[config.mk]
export PLATFORM = sky130hd
export DESIGN_NAME = simd_carry_in_manager
export DESIGN_NICKNAME = d
export VERILOG_FILES = /design/src/rtl/simd_carry_in_manager.sv
export SDC_FILE = /design/constraint.sdc
export NUM_CORES = 1
export LEC_CHECK = 0
export CAP_MARGIN = 25
export CORE_MARGIN = 4
export CORE_UTILIZATION = 45
export CTS_CLUSTER_DIAMETER = 40
export DETAILED_ROUTE_END_ITERATION = 6
export GPL_TIMING_DRIVEN = 0
export HOLD_SLACK_MARGIN = 0.15
export PLACE_DENSITY = 0.9
export SETUP_SLACK_MARGIN = 0.4
export SLEW_MARGIN = 20
export SYNTH_ARGS = -nofsm -noshare
export SYNTH_HDL_FRONTEND = slang
export SYNTH_SLANG_ARGS = --single-unit
[constraint.sdc]
create_clock -name clk -period 2 [get_ports clk]
set_clock_uncertainty 0.1 [all_clocks]
set_input_delay 0.4 -clock clk [delete_from_list [all_inputs] [get_ports clk]]
set_output_delay 0.4 -clock clk [all_outputs]
set_load 0.02 [all_outputs]
[src/rtl/simd_carry_in_manager.sv]
// simd_carry_in_manager: per-lane 8-way carry-in select with 0-3 stage CARRYIN pipe, optional round register and serial config chain.
// Optional macro CARRYIN_INVERT_EN adds a per-lane CARRYIN inversion bit to the chain.
module simd_carry_in_manager #(
    parameter int LANES = 4
) (
    input  logic               clk,
    input  logic               rst,
    input  logic               RSTALLCARRYIN,
    input  logic               CECARRYIN,
    input  logic               CEM,
    input  logic [LANES-1:0]   CARRYIN,
    input  logic [LANES-1:0]   A_mult_msb,
    input  logic [LANES-1:0]   B_mult_msb,
    input  logic [LANES-1:0]   PCIN_msb,
    input  logic [LANES-1:0]   P_msb,
    input  logic [LANES-1:0]   CARRYCASCIN,
    input  logic [LANES-1:0]   CARRYCASCOUT,
    input  logic [3*LANES-1:0] CARRYINSEL,
    output logic [LANES-1:0]   CIN,
    input  logic               configuration_input,
    input  logic               configuration_enable,
    output logic               configuration_output
);
`ifdef CARRYIN_INVERT_EN
    localparam int LB = 4;
`else
    localparam int LB = 3;
`endif
    localparam int CFG_N = 1 + LANES * LB;
    logic [CFG_N-1:0] cfg;
    logic [LANES-1:0] inv, cin_x, xnr, s1, s2, s3, r;
    logic rstx;
    assign configuration_output = cfg[0];
    assign rstx = RSTALLCARRYIN ^ cfg[0];
    assign cin_x = CARRYIN ^ inv;
    assign xnr = ~(A_mult_msb ^ B_mult_msb);
    // Data registers keep running while the chain shifts; only rst touches cfg.
    always_ff @(posedge clk) begin
        if (rst) begin
            cfg <= '0;
            s1 <= '0;
            s2 <= '0;
            s3 <= '0;
            r <= '0;
        end else begin
            if (configuration_enable) cfg <= {configuration_input, cfg[CFG_N-1:1]};
            if (rstx) begin
                s1 <= '0;
                s2 <= '0;
                s3 <= '0;
                r <= '0;
            end else begin
                if (CECARRYIN) begin
                    s1 <= cin_x;
                    s2 <= s1;
                    s3 <= s2;
                end
                if (CEM) r <= xnr;
            end
        end
    end
    for (genvar i = 0; i < LANES; i++) begin : g_lane
        localparam int B = 1 + i * LB;
`ifdef CARRYIN_INVERT_EN
        assign inv[i] = cfg[B+3];
`else
        assign inv[i] = 1'b0;
`endif
        logic [1:0] d;
        logic [2:0] sel;
        logic tap, rnd, c;
        always_comb begin
            d = cfg[B+1:B];
            sel = CARRYINSEL[3*i +: 3];
            tap = d == 2'd0 ? cin_x[i] : d == 2'd1 ? s1[i] : d == 2'd2 ? s2[i] : s3[i];
            rnd = cfg[B+2] ? r[i] : xnr[i];
            case (sel)
                3'd0: c = tap;
                3'd1: c = ~PCIN_msb[i];
                3'd2: c = CARRYCASCIN[i];
                3'd3: c = PCIN_msb[i];
                3'd4: c = CARRYCASCOUT[i];
                3'd5: c = ~P_msb[i];
                3'd6: c = rnd;
                default: c = P_msb[i];
            endcase
        end
        assign CIN[i] = c;
    end
endmodule
# After elaboration in Yosys (flattened, before gate mapping)
# Cells that the tools add are included.
# op_classes
n_eq_ne	32
muxes	20
bitwise_logic	11
n_reduce_logical	9
# ops
op	count
3-bit equality test, second input constant	12
1-bit case mux with 7 select lines	4
3-bit by 2-bit equality test with 1-bit output, second input constant	8
1-bit 2-to-1 mux	16
3-bit by 1-bit equality test with 1-bit output, second input constant	4
3-bit logical NOT	4
2-bit by 1-bit equality test with 1-bit output, second input constant	4
2-bit equality test, second input constant	4
2-bit logical NOT	4
1-bit inverter	8
4-bit inverter	1
4-bit XOR	1
2-bit OR reduction	1
1-bit XOR	1
# totals
reg_bits	29
inputBits	47
out_inout_bits	5
word_cells	77

# Depth between registers and ports, before layout
# depth
depth_word	5
ltp_mapped	6
depth_no_buf	4

# Least setup slack after synthesis
# OpenSTA, ideal clock, no wires.
# synth_timing
path_kind	input -> output
from	in CARRYINSEL[1]
to	out CIN[0]
arrival_ns	1.248
t_required_ns	1.500
setup_slack_ns	0.252
path_stages	5
path_buffers	2
cell_sequence	buf_2 -> nor3_1 -> a2111oi_1 -> o22ai_1 -> buf_4
# synth_via
elab_chain_cells	2
word_cells_on_any_way	8
cone_classes	eq/ne: 6; mux: 1; reduce/logical: 1
# synth_rtl
element	line	source
start, declared	18	input logic [3*LANES-1:0] CARRYINSEL,
3-bit equality test, or another cell as far along	77	case (sel)
1-bit case mux with 7 select lines *	77	
end, declared	19	output logic [LANES-1:0] CIN,
# Every way passes the cells marked *; elsewhere a longest branch is shown, timed or not.

# Final worst setup path
# layout_timing
from	reg cfg[5]
to	out CIN[1]
# layout_via
elab_chain_cells	5
word_cells_on_any_way	7
cone_classes	eq/ne: 2; mux: 4; reduce/logical: 1
# layout_rtl
element	line	source
start, declared	30	logic [CFG_N-1:0] cfg;
start signal, assigned	46	if (configuration_enable) cfg <= {configuration_input, cfg[CFG_N-1:1]};
2-bit equality test	75	tap = d == 2'd0 ? cin_x[i] : d == 2'd1 ? s1[i] : d == 2'd2 ? s2[i] : s3[i];
1-bit 2-to-1 mux (2 in series)	75	
1-bit 2-to-1 mux *	75	
1-bit case mux with 7 select lines *	77	
# Marks and branches as above.

==> run metrics <==
outcome finished, violations left; failing checks negative setup slack; R2R cell count 5; Residual DRC 0; Post-Route Utilization between 60 and 70%; CP Depth 6; DRT iter0 DRCs 61; Final ANT Viol Nets 0; clock power share 29.1%; unrepaired setup endpoints after global routing true; Nets 273; Fin. Hold Viols 0; CP arrival 1680 ps; # setup viols final 4; Reg clk slew, reported paths 80 ps; commonest non-fill, non-tap cells in the layout nor2_1 (37), mux2i_1 (36), clkdlybuf4s50_1 (32); CTS Buf Count 5; largest net degree at the start of global routing 11; dpl hpwl about 2700 um; gr ovfl total 0; combinational power share a little under a quarter; Slowest cell on crit path dfxtp_4; post-synthesis simple-gate area fraction 13.6%; Final Cycle Share 109%; design area 0.00221 mm^2; vias in the first global route 1300; max_cap viols 0; final WL 3540 um; Min-Delay Path Class input port to flip-flop; total power 1230 uW; Period minus WS final around 2200 ps; Slowest Stage Delay on Critical Path 380 ps; XOR/XNOR Fraction of Synth Area 7.37%; Rows 21; cell family with most CP delay compound AO/OA/AOI/OAI gates; Buf/Inv on CP 2; worst r2r src cfg[0]$_SDFFE_PP0P_; Synth Cell Area 0.00154 mm^2; TNS Setup -511 ps; TritonRoute pass-1 iters 4; FMAX 460 MHz; All-Layer GR Usage around 17%; Synth warnings 0; Net Switching 315 uW; Leak Pwr 0.000905 uW; I/O pin count between 50 and 60; Die Y between 60 and 70 um; Core ar. 0.00334 mm^2; Seq cells post-synth 29; post-synthesis cell count 172; Vias/cell 5.01; initial core utilization between 40% and 50%; Final Max Slew Viols 0; I/O Buffers 45; Post-DP Area 0.00208 mm^2; Avg Synthesized Cell Area 8.98 um^2; clk_lat worst skew 320 ps; Compound-Gate Fraction of Synth Area 11.0%; final antenna diode count 0; worst slew pin tran 431 ps; first-pass GRT wire length 5620 um; # hold bufs at CTS 0; synthesized-area fraction occupied by adder cells 0%; crit path launch type flip-flop; Distinct cells, synth 19; WL/cell 13.0 um; post-synthesis sequential area ratio between 30% and 40%; Die Area around 0.0044 mm^2; total power per unit cell area about 560 mW/mm^2; Crit. End Element primary output; worst path required time around 1500 ps; sequence of cells on the critical path mux2i_2 > nor3b_2 > a2111oi_4 > o22ai_1 > buf_4 > buf_6; commonest non-fill, non-tap cell in the layout nor2_1; Synth-to-Final Area Change 43.0%; WHS Path Cells 3; Die X 66.6 um; Critical Path Start cfg[5]$_SDFFE_PP0P_; internal power slightly above 900 uW; clock root buffer clkbuf_4; initial antenna violation count 0; Final WS setup -175 ps; vias 1362; slew margin rel. 71.2%; clk sink count 29; routability cong. roughly 0.75; H-tree levels 2; synthesized net count 219; min-delay src configuration_enable; Max VDD drop 0.341 mV; critical-path maximum fanout 4; layout cells sized above 1 15.9%; Reg power frac roughly 48%; Crit Path Category flip-flop to primary output; Max Buffers Root-to-Sink 2; largest family of logic cells by synthesized area multiplexers; post-synthesis mux area share between 20% and 30%; CTS tree done; Net Sw Frac 25.6%
[power groups by stage]
| stage | clock (uW) | sequential [uW] | combinational, uW |
|---|---|---|---|
| 2_1_floorplan | 0 | 605 | 147 |
| 3_3_place_gp | 0 | 606 | 269 |
| 3_5_place_dp | 0 | 606 | 274 |
| 4_1_cts | 366 | 590 | 282 |
| 5_1_grt | 397 | 590 | 308 |
| 6_report | 358 | 589 | 284 |
[timing repair]
item / CTS / global route
resized for setup: 38 / 7
setup endpoints to repair: 15 / 4
buffers inserted: 2 / 0
pin swaps: 11 / 8
[cells in the mapped netlist]
cell type,instances,area [um^2]
o21ai_0,4,20.0
nor3_1,4,20.0
clkbuf_1,3,11.3
buf_2,7,35.0
xor2_1,4,35.0
a21o_1,4,30.0
inv_1,4,15.0
xnor2_1,9,78.8
nand2b_1,1,6.26
a311oi_1,4,35.0
nand2_1,4,15.0
a2111oi_1,4,40.0
a21oi_1,4,20.0
dfxtp_1,29,581
o22ai_1,4,25.0
nor3b_1,4,30.0
nor2_1,37,139
mux2i_1,37,370
buf_4,5,37.5
[worst paths after layout]
kind,to,slack (ps)
worst max-delay path,CIN[1],-180
worst min-delay path,cfg[12]$_SDFFE_PP0P_,300
worst max register to register,s1[0]$_SDFFE_PP0P_,740
worst min register to register,r[1]$_SDFFE_PP0P_,400
[metrics by stage]
stage	std cells	setup slack, ps	hold slack [ps]
after global placement	263	-627	374
after CTS	272	-246	297
final	272	-175	300
after detailed placement	263	-668	381
after floorplan	172	365	360
after global routing	272	-241	317
[layer usage]
layer | share of wire [%] | track usage (%)
met5 | 0 | 0
met4 | 2.0 | 9.14
met3 | 5.9 | 4.55
met2 | 54 | 30.3
met1 | 38 | 18.2
[flip-flops by register name (all words and copies together) (netlist names)]
register / cells
s3: 4
s1: 4
s2: 4
r: 4
cfg: 13
[cell families (layout without fill, tap and decap cells)]
group	after synthesis	in the layout
AND/OR/NAND/NOR	50	50
buffers and inverters	19	73
multiplexers	37	37
XOR/XNOR	13	13
flip-flops	29	29
AO/OA/AOI/OAI	24	24
[layout make-up]
cell class | count | area, um^2
fill | 283 | 1130
buffer | 15 | 110
timing repair buffer | 47 | 467
clock buffer | 7 | 55.1
tap | 46 | 57.6
inverter | 4 | 15.0
sequential | 29 | 593
multi-input combinational | 124 | 911
[worst min-delay path, cell delays in order]
cell and delay, ps:
buf_2 130, mux2i_1 80, nor2_1 80
No activity file was read; power rests on OpenSTA's default activity.
==> RTL change 1 (same flow settings) <==
Add a define of `CARRYIN_INVERT_EN`.
--- a/src/rtl/simd_carry_in_manager.sv
+++ b/src/rtl/simd_carry_in_manager.sv
@@ -1,4 +1,6 @@
 // simd_carry_in_manager: per-lane 8-way carry-in select with 0-3 stage CARRYIN pipe, optional round register and serial config chain.
 // Optional macro CARRYIN_INVERT_EN adds a per-lane CARRYIN inversion bit to the chain.
+`define CARRYIN_INVERT_EN
+
 module simd_carry_in_manager #(
     parameter int LANES = 4
Function: changed (a bounded check fails within 4 cycles, from zero or initial values and one cycle with rst high).
==> RTL change 1 against the unedited design <==
The run still ends with negative setup slack left; setup slack gained 0.17 ns; sequential share of layout area rose by 0.31 points; synthesized area up 14%; wire length up 13%; non-clock buffer count increased by 3; maximum frequency increased by 8.6%; critical path depth unchanged; die area up 12%; power is 31% higher; sequential cell count grew 4; cell area increased by 12%; critical endpoint is now CIN[2].
==> RTL change 1: results (changes against the unedited design) <==
Via-to-Cell Ratio 5.13 (+2.4%); failing checks negative setup slack; RR Startpoint cfg[0]; R2R setup slack 0.72 ns (-0.02 ns); Root Driver clkbuf_8; drt initial violations 77 (+26%); max reg flops 17 (+4); first-pass GRT wire length 6800 microns (+21%); top-area cell type share of the netlist area 0.375 (-0.000746); Post-CTS Resized 66 (+74%); Non-clk bufs 65 (+4.8%); Worst EP arrival 1.50 ns (-0.18 ns); Lkg Pwr 1.07 nW (+19%); syn_nets 240 (+9.6%); Critical path origin CARRYCASCIN[2]; ranking of synthesized cells by area dfxtp_1, mux2i_1, nor2_1, xnor2_1, xor2_1; # nets final 296 (+8.4%); Max IR drop VDD 0.000348 V (+2.2%); synth cell count leaders nor2_1, dfxtp_1, mux2i_1; Seq cells 33 (+14%); hpwl dp 2690 microns (-1.0%); setup TNS -0.00264 ns (+0.508 ns); synth warn 0 (unchanged); met3 Track Usage GR 0.0398 (-0.00576); Met3 Wirelength 172 microns (-18%); WL/cell 13.5 microns (+3.6%); met2 usage 0.295 (-0.00800); Tightest Pin Transition 0.438 ns (+0.00649 ns); met1 WL 1770 microns (+32%); htree depth 2 (unchanged); DR WL met2 2000 microns (+3.8%); Seq area share 0.272 (+0.00312); CP Max Fanout 1 (-3); Global Route met1 Usage 0.198 (+0.0156); reg2reg end s1[2]; routability-driven placement congestion ratio 0.763 (+1.7%); fillcell total 285 (+0.71%); worst hold path startpoint rst; hold worst-path end cfg[9]; Seq/Total Area, Yosys 0.375 (-0.000746); Post-CTS Setup Inserts 6 (+4); count of unique library cells instantiated by Yosys 24 (+5); status finished with violations; vias in the first global route 1538 (+18%); hold depth 2 (-1); antenna violations before repair 0 (unchanged); setup ws final -0.00264 ns (+0.173 ns); final setup fails 1 (-3); Setup crit end CIN[2]; GRT Overall Usage 0.169 (-0.00196); clk tree area frac 0.0469 (+0.0219); share of layout cells above drive strength 1 0.228 (+0.0687); dpl ws -0.656 ns (+0.0116 ns); port buffer count 43 (-4.4%); worst r2r path cells 4 (-1); multi-input combinational cell area 0.00105 sq mm (+15%)
-- RTL change 1: kinds of logic after synthesis --
| logic type | after synthesis | synth area share |
|---|---|---|
| simple gates | 58 | 0.146 |
| buf+inv | 20 | 0.0654 |
| mux | 33 | 0.190 |
| flops | 33 | 0.375 |
| compound gates | 32 | 0.134 |
| xor+xnor | 17 | 0.0888 |
-- RTL change 1: critical path: stages --
cell	delay, ns
clkdlybuf4s50_1	0.45
a21oi_1	0.06
a22o_1	0.22
a22oi_2	0.15
buf_4	0.13
buf_6	0.10
-- RTL change 1: power breakdown --
part | leakage (nW) | switching (mW) | internal (mW)
clock | 0.0585 | 0.236 | 0.406
sequential | 0.272 | 0.00811 | 0.667
combinational | 0.743 | 0.128 | 0.174
total | 1.07 | 0.372 | 1.25
-- RTL change 1: stage by stage --
stage,hold WS (ns),cells,area [sq um]
finish,0.395,298,2480
global route,0.423,298,2480
CTS,0.383,298,2450
detailed placement,0.381,284,2250
global placement,0.368,284,2250
floorplan,0.356,193,1760
==> RTL change 2 (config.mk and constraints unchanged) <==
Made on the original files. Register the inputs `configuration_input` and `configuration_enable` before use. The logic sees them one clock later. The other inputs are not delayed to match.
--- a/src/rtl/simd_carry_in_manager.sv
+++ b/src/rtl/simd_carry_in_manager.sv
@@ -28,4 +28,13 @@
 `endif
     localparam int CFG_N = 1 + LANES * LB;
+
+    logic configuration_input_q;
+    logic configuration_enable_q;
+
+    always_ff @(posedge clk) begin
+        configuration_input_q  <= configuration_input;
+        configuration_enable_q <= configuration_enable;
+    end
+
     logic [CFG_N-1:0] cfg;
     logic [LANES-1:0] inv, cin_x, xnr, s1, s2, s3, r;
@@ -44,5 +53,5 @@
             r <= '0;
         end else begin
-            if (configuration_enable) cfg <= {configuration_input, cfg[CFG_N-1:1]};
+            if (configuration_enable_q) cfg <= {configuration_input_q, cfg[CFG_N-1:1]};
             if (rstx) begin
                 s1 <= '0;
Behaviour: not the same (Yosys sat finds a counterexample within 4 cycles, from zero or initial values and one cycle with rst high).
==> RTL change 2 against the unedited design <==
Power increased by 16%; cell area increased by 2.0%; synthesized area increased by 2.4%; count of clock-buffer cells in the layout decreased by 1; sequential share of layout area increased by 1.4 points; the flow still finishes with violations (negative setup slack); setup slack got worse by 0.033 ns; die area increased by 2.1%; first-iteration DRC count decreased by 8.2%; wire length decreased by 0.42%; global-route usage decreased by 1.3 points; sequential cell count increased by 2.
==> RTL change 2: results (changes against the unedited design) <==
status finished with violations; failing checks negative setup slack; DR WL met2 1760 microns (-8.6%); setup ws final -0.208 ns (-0.0328 ns); Vias 1397 (+2.6%); placed cells 266 (+1.1%); Critical path origin cfg[2]; Max-slew headroom 0.664 (-0.0481); Global Route met1 Usage 0.188 (+0.00547); hpwl dp 2610 microns (-4.3%); dpl ws -0.629 ns (+0.0384 ns); met1 WL 1500 microns (+12%); syn_nets 221 (+0.91%); hold worst-path end s1[0]; drt initial violations 56 (-8.2%); routability-driven placement congestion ratio 0.719 (-4.1%); first-pass GRT wire length 5400 microns (-3.8%); Seq/Total Area, Yosys 0.392 (+0.0164); worst r2r path cells 4 (-1); Worst EP arrival 1.71 ns (+0.03 ns); Met3 Wirelength 215 microns (+2.9%); WL/cell 12.8 microns (-1.5%); R2R setup slack 0.66 ns (-0.08 ns); ranking of synthesized cells by area dfxtp_1, mux2i_1, nor2_1, xnor2_1, a2111oi_1; highest-delay cell along the critical path dfxtp_4; Via-to-Cell Ratio 5.08 (+1.5%); worst hold path startpoint CARRYIN[0]; GRT Overall Usage 0.158 (-0.0131); met2 usage 0.261 (-0.0419); met3 Track Usage GR 0.0399 (-0.00560); vias in the first global route 1270 (-2.3%); final setup fails 4 (unchanged); synth cell count leaders mux2i_1, nor2_1, dfxtp_1; mean area per synthesized cell 9.09 sq um (+1.3%); share of layout cells above drive strength 1 0.148 (-0.0108); Lkg Pwr 0.909 nW (+0.45%); port buffer count 46 (+2.2%)
-- RTL change 2: cell types whose count changed after synthesis --
cell | before | now
buf_2 | 7 | 8
dfxtp_1 | 29 | 31
buf_4 | 5 | 4
-- RTL change 2: stage by stage --
| step | total power, mW | setup TNS (ns) |
|---|---|---|
| after floorplan | 0.796 | 0 |
| after global placement | 0.922 | -2.40 |
| after detailed placement | 0.927 | -2.41 |
| after CTS | 1.43 | -0.921 |
| after global routing | 1.48 | -1.19 |
| final | 1.42 | -0.744 |
-- RTL change 2: timing repair --
item	CTS	global route
setup endpoints to repair	15	4
resized for setup	32	6
pin swaps	12	8
setup buffers	1	0
-- RTL change 2: power breakdown --
part | switching, mW | internal [mW]
clock network | 0.213 | 0.295
registers | 0.00784 | 0.624
logic | 0.114 | 0.170
total | 0.335 | 1.09
-- RTL change 2: cell type report --
| type | instances | area, sq um |
|---|---|---|
| multi-input cells | 124 | 883 |
| fillers | 311 | 1110 |
| flip-flops and latches | 31 | 636 |
| clock buffers | 6 | 51.3 |
| inverters | 4 | 15.0 |
| plain buffers | 15 | 108 |
| clock inverters | 2 | 35.0 |
| repair buffers | 47 | 467 |
| well taps | 46 | 57.6 |
-- RTL change 2: critical path, delay by kind of cell, from the launching register on --
family	cells	cell delay (ns)
AOI/OAI and AO/OA	2	0.45
DFF	1	0.38
buffers and inverters	2	0.27
muxes	1	0.22
and+or+nand+nor	1	0.07
-- RTL change 2: kinds of logic after synthesis --
| logic type | count (synthesis) | synth area share |
|---|---|---|
| AO/OA/AOI/OAI | 24 | 0.108 |
| XOR/XNOR | 13 | 0.0720 |
| buffers and inverters | 19 | 0.0609 |
| flip-flops | 31 | 0.392 |
| multiplexers | 37 | 0.234 |
| AND/OR/NAND/NOR | 50 | 0.133 |
